===== src/rtl/mger_recovery.sv =====
// mger_recovery: error-recovery adder that adds the masked error vector E
// (bits REC_LO..REC_HI) onto an approximate sum S, two bits per cycle,
// followed by a single-cycle carry ripple through the bits above REC_HI.
// Optional feature macro: MGER_EARLY_EXIT_EN. When it is defined, the group
// phase skips straight to the tail once the carry is 0 and no unresolved
// masked error bits remain.
module mger_recovery #(
    parameter int WIDTH  = 16,
    parameter int REC_LO = 5,
    parameter int REC_HI = 11
) (
    input  logic             clk,
    input  logic             rst_n,
    input  logic             in_valid,
    output logic             in_ready,
    input  logic [WIDTH-1:0] S,
    input  logic [WIDTH-1:0] E,
    input  logic             mode,
    output logic             out_valid,
    input  logic             out_ready,
    output logic [WIDTH-1:0] Z,
    output logic             cout
);

    localparam int NGROUPS   = (REC_HI - REC_LO + 2) / 2;
    localparam int GW        = (NGROUPS > 1) ? $clog2(NGROUPS) : 1;
    localparam int TAIL_BITS = WIDTH - 1 - REC_HI;

    localparam logic [WIDTH-1:0] ONES     = '1;
    localparam logic [WIDTH-1:0] LOW_MASK = ONES >> (WIDTH - 1 - REC_HI);
    localparam logic [WIDTH-1:0] REC_MASK = LOW_MASK & (ONES << REC_LO);

    typedef enum logic [1:0] {
        IDLE,
        GROUP,
        TAIL,
        HOLD
    } state_t;

    state_t            state;
    logic [WIDTH-1:0]  s_reg;
    logic [WIDTH-1:0]  e_reg;
    logic [WIDTH-1:0]  z_reg;
    logic              cout_reg;
    logic [GW-1:0]     grp;
    logic              carry;

    int                v;
    logic              u_ok;
    logic [1:0]        s_pair;
    logic [1:0]        e_pair;
    logic [2:0]        grp_sum;
    logic [WIDTH-1:0]  grp_keep;
    logic [WIDTH-1:0]  grp_bits;
    logic [WIDTH-1:0]  z_group;
    logic              carry_group;
    logic              last_group;
    logic              early_exit;

    logic [WIDTH:0]    tail_sum;
    logic [WIDTH-1:0]  z_tail;
    logic              cout_tail;

    // Resolve the current two-bit group (or single-bit final group) and the tail ripple
    always_comb begin
        v           = REC_LO + 2 * int'(grp);
        u_ok        = (v + 1) <= REC_HI;
        s_pair      = 2'(s_reg >> v);
        e_pair      = 2'(e_reg >> v);
        grp_sum     = {2'b00, s_pair[0]} + {2'b00, e_pair[0]} + {2'b00, carry};
        if (u_ok) begin
            grp_sum = grp_sum + {1'b0, s_pair[1], 1'b0} + {1'b0, e_pair[1], 1'b0};
        end
        grp_keep    = u_ok ? ~(WIDTH'(3) << v) : ~(WIDTH'(1) << v);
        grp_bits    = u_ok ? (WIDTH'(grp_sum[1:0]) << v) : (WIDTH'(grp_sum[0]) << v);
        z_group     = (z_reg & grp_keep) | grp_bits;
        carry_group = u_ok ? grp_sum[2] : grp_sum[1];
        last_group  = (grp == GW'(NGROUPS - 1));

        tail_sum    = {1'b0, s_reg >> (REC_HI + 1)} + {{WIDTH{1'b0}}, carry};
        z_tail      = (z_reg & LOW_MASK) | (tail_sum[WIDTH-1:0] << (REC_HI + 1));
        cout_tail   = |tail_sum[WIDTH:TAIL_BITS];
    end

`ifdef MGER_EARLY_EXIT_EN
    assign early_exit = ~carry & ((e_reg >> v) == '0);
`else
    assign early_exit = 1'b0;
`endif

    // Control FSM with registered handshake outputs and the working result register
    always_ff @(posedge clk or negedge rst_n) begin
        if (!rst_n) begin
            state     <= IDLE;
            s_reg     <= '0;
            e_reg     <= '0;
            z_reg     <= '0;
            cout_reg  <= 1'b0;
            grp       <= '0;
            carry     <= 1'b0;
            out_valid <= 1'b0;
            in_ready  <= 1'b1;
        end else begin
            case (state)
                IDLE: begin
                    if (in_valid) begin
                        s_reg    <= S;
                        e_reg    <= E & REC_MASK;
                        z_reg    <= S;
                        cout_reg <= 1'b0;
                        grp      <= '0;
                        carry    <= 1'b0;
                        in_ready <= 1'b0;
                        if (mode) begin
                            state     <= HOLD;
                            out_valid <= 1'b1;
                        end else begin
                            state <= GROUP;
                        end
                    end
                end
                GROUP: begin
                    if (early_exit) begin
                        state <= TAIL;
                    end else begin
                        z_reg <= z_group;
                        carry <= carry_group;
                        grp   <= grp + GW'(1);
                        if (last_group) begin
                            state <= TAIL;
                        end
                    end
                end
                TAIL: begin
                    z_reg     <= z_tail;
                    cout_reg  <= cout_tail;
                    state     <= HOLD;
                    out_valid <= 1'b1;
                end
                HOLD: begin
                    if (out_ready) begin
                        state     <= IDLE;
                        out_valid <= 1'b0;
                        in_ready  <= 1'b1;
                    end
                end
                default: begin
                    state     <= IDLE;
                    out_valid <= 1'b0;
                    in_ready  <= 1'b1;
                end
            endcase
        end
    end

    assign Z    = z_reg;
    assign cout = cout_reg;

endmodule


===== config.mk =====
export PLATFORM = sky130hd
export DESIGN_NAME = mger_recovery
export DESIGN_NICKNAME = d
export VERILOG_FILES = /design/src/rtl/mger_recovery.sv
export SDC_FILE = /design/constraint.sdc
export NUM_CORES = 1
export LEC_CHECK = 0
export CAP_MARGIN = 25
export CORE_UTILIZATION = 45
export CTS_CLUSTER_SIZE = 14
export DETAILED_ROUTE_END_ITERATION = 10
export GPL_ROUTABILITY_DRIVEN = 0
export PLACE_DENSITY = 0.83
export SYNTH_ARGS = -nofsm -noshare
export SYNTH_HDL_FRONTEND = slang
export SYNTH_SLANG_ARGS = --single-unit

===== constraint.sdc =====
create_clock -name clk -period 3.59 [get_ports clk]
set_input_delay 0.718 -clock clk [delete_from_list [all_inputs] [get_ports clk]]
set_output_delay 0.718 -clock clk [all_outputs]
set_load 0.01 [all_outputs]

==> impl_metrics.json <==
{
  "avgSynthCellArea_sq_um": 11.50,
  "wire_per_inst_um": 16.03,
  "slew_headroom_pct": 37.74,
  "port_buffers": 46,
  "hold_viol": 0,
  "rrSetupSlack_ns": 0.76,
  "endpoint_kind": "flip-flop",
  "post-place-cells": 304,
  "rows": 25,
  "finalCritPeriodShare_pct": 78.95,
  "fp.coreArea_sq_um": 4817,
  "vias": 1709,
  "startpoint_type": "flip-flop",
  "crit_arrival_ns": 3.07,
  "cts_inserted_buffers": 5,
  "fmax_mhz": 352.8,
  "power_w": 0.002791,
  "grt_pass1_wl_um": 8404,
  "finClkSkew_ns": 0.009818,
  "grt_pass1_vias": 1699,
  "die_w_um": 73.51,
  "cap_violations": 0,
  "ys_seq_area_share_pct": 45.73,
  "drt-total-wl_um": 5001,
  "slew_violations": 0,
  "outcome": "finished clean",
  "initial_core_util_pct": 47.77,
  "tightest_slew_ns": 0.9340,
  "ys.flop_type": "dfrtp_1",
  "rsz0062_at_grt": "no",
  "dpl.hpwl_um": 3515,
  "root_buffer": "clkbuf_8",
  "synth_nets": 254,
  "grt_max_degree": 43,
  "yosys_warnings": 0,
  "mostFrequentLayoutCells": "45 x clkdlybuf4s50_1, 41 x dfrtp_1, 18 x mux2_2, 16 x nand2_1, 15 x ha_1",
  "largest_reg_flops": 16,
  "power_density_nw_per_um2": 955.2,
  "ys_ff_latch": 42,
  "dieArea_sq_um": 5403,
  "avgViaCountPerCell": 5.478,
  "clockBufferDepth": 2,
  "ir_worst_vdd_mv": 0.3849,
  "syn_to_final_growth_pct": 26.97,
  "crit_type": "reg -> reg",
  "layout.cells.non_filler": 312,
  "finalSetupViolations": 0,
  "drive_gt1_share_pct": 15.92,
  "final_nets": 298,
  "n_antenna_cell": 0,
  "drt-pass1-iter-count": 4,
  "final_common_cell": "clkdlybuf4s50_1",
  "htree_levels": 2,
  "drtIter0Drc": 110,
  "synth.distinct_cells": 43,
  "drc": 0,
  "hp-class": "reg -> reg",
  "crit_required_ns": 3.83,
  "cts.sinks": 42,
  "netlist_area_sq_um": 2301,
  "antenna_found_initial": 0,
  "cp_max_fo": 15,
  "grt_overflow": 0,
  "synth_cells": 200,
  "power_leakage_nw": 1.261,
  "ioPinCount": 56,
  "synth_edf_count": 0,
  "hold_slack_ns": 0.5032,
  "clk_latency_ns": 0.30,
  "postSynth.asyncResetShare_pct": 100.0,
  "cts_tree": "done",
  "cts.repair.resized": 0,
  "die_h_um": 73.51,
  "path_clk_slew_ns": 0.08,
  "drt.antenna.violating_nets": 0,
  "holdBufCountCts": 0,
  "tns_ns": 0,
  "cts_setup_buffers": 0,
  "grt_usage_pct": 20.83,
  "period_minus_slack_ns": 2.834
}
[Yosys cell counts (2+ instances only)]
library cell	number	share of area [%]
ha_1	15	8.2
nand3_1	4	0.87
mux4_2	3	2.9
buf_6	3	1.5
mux2_2	18	8.8
or3_1	3	0.82
o31ai_1	2	0.65
nor3_1	4	0.87
mux2i_1	4	1.7
nor2_1	7	1.1
nor2b_1	6	1.6
a32o_1	2	0.87
nand2_1	16	2.6
dfrtp_1	41	45
inv_1	9	1.5
a31oi_1	3	0.82
a22o_1	5	1.9
buf_4	2	0.65
a221o_1	7	3.0
a21oi_1	6	1.3
fa_1	2	1.7
o21ai_0	14	3.0
clkbuf_1	4	0.65
[area by class of cell]
class / count / area [sq um]
fill: 420 / 1896
tap: 67 / 83.83
inverter: 9 / 33.78
clock buffer: 6 / 82.58
sequential: 42 / 1052
multi-input combinational: 139 / 1146
clock inverter: 2 / 60.06
timing repair buffer: 47 / 462.9
[worst paths after layout]
kind                        endpoint  depth (start not counted)       from
min                        s_reg[10]                          1  s_reg[10]
min reg2reg                s_reg[10]                          1  s_reg[10]
max                            Z[10]                          8     grp[1]
min in group asynchronous  out_valid                          1      rst_n
max in group asynchronous   s_reg[9]                          1      rst_n
max reg2reg                    Z[10]                          8     grp[1]
[critical path, cell delays in order, from the launching register on]
cell,delay [ns]
dfrtp_1,0.66
mux4_2,0.30
inv_1,0.06
fa_1,0.44
fa_1,0.49
nor4bb_1,0.41
nand2_1,0.12
nor3_1,0.17
a221o_1,0.13
[cell families (layout without fill, tap and decap cells)]
group / count (synthesis) / count (layout) / share of synthesized area [%]
mux: 25 / 25 / 13.49
buf+inv: 19 / 64 / 4.458
compound gates: 45 / 45 / 13.87
xor+xnor: 2 / 2 / 0.7614
flops: 42 / 42 / 45.73
fa+ha+maj: 17 / 17 / 9.897
simple gates: 50 / 50 / 11.80
[metrics by stage]
step           setup WS, ns  utilization [%]  cell area [sq um]
6_report             0.7559            60.65               2922
5_1_grt              0.5839            60.65               2922
4_1_cts              0.7277            60.65               2922
3_5_place_dp         0.7778            57.69               2779
3_3_place_gp         0.8088            57.69               2779
2_1_floorplan        0.9806                -               2301
[power breakdown]
group / internal (W) / leakage [nW] / switching [W]
clock network: 0.000297 / 0.0714 / 0.000167
registers: 0.000705 / 0.514 / 0.000170
logic: 0.000713 / 0.676 / 0.000739
total: 0.00171 / 1.26 / 0.00108
[per-layer routing]
| metal | part of all wire [%] | up-vias | global-route usage, % |
|---|---|---|---|
| met4 | 1.7 | 0 | 6.624 |
| met2 | 50 | 54 | 34.76 |
| met5 | 0 | - | 0 |
| met1 | 43 | 840 | 27.26 |
| met3 | 4.7 | 10 | 4.115 |
| li1 | - | 805 | - |
Note: power is estimated with default switching activity, not from simulation.
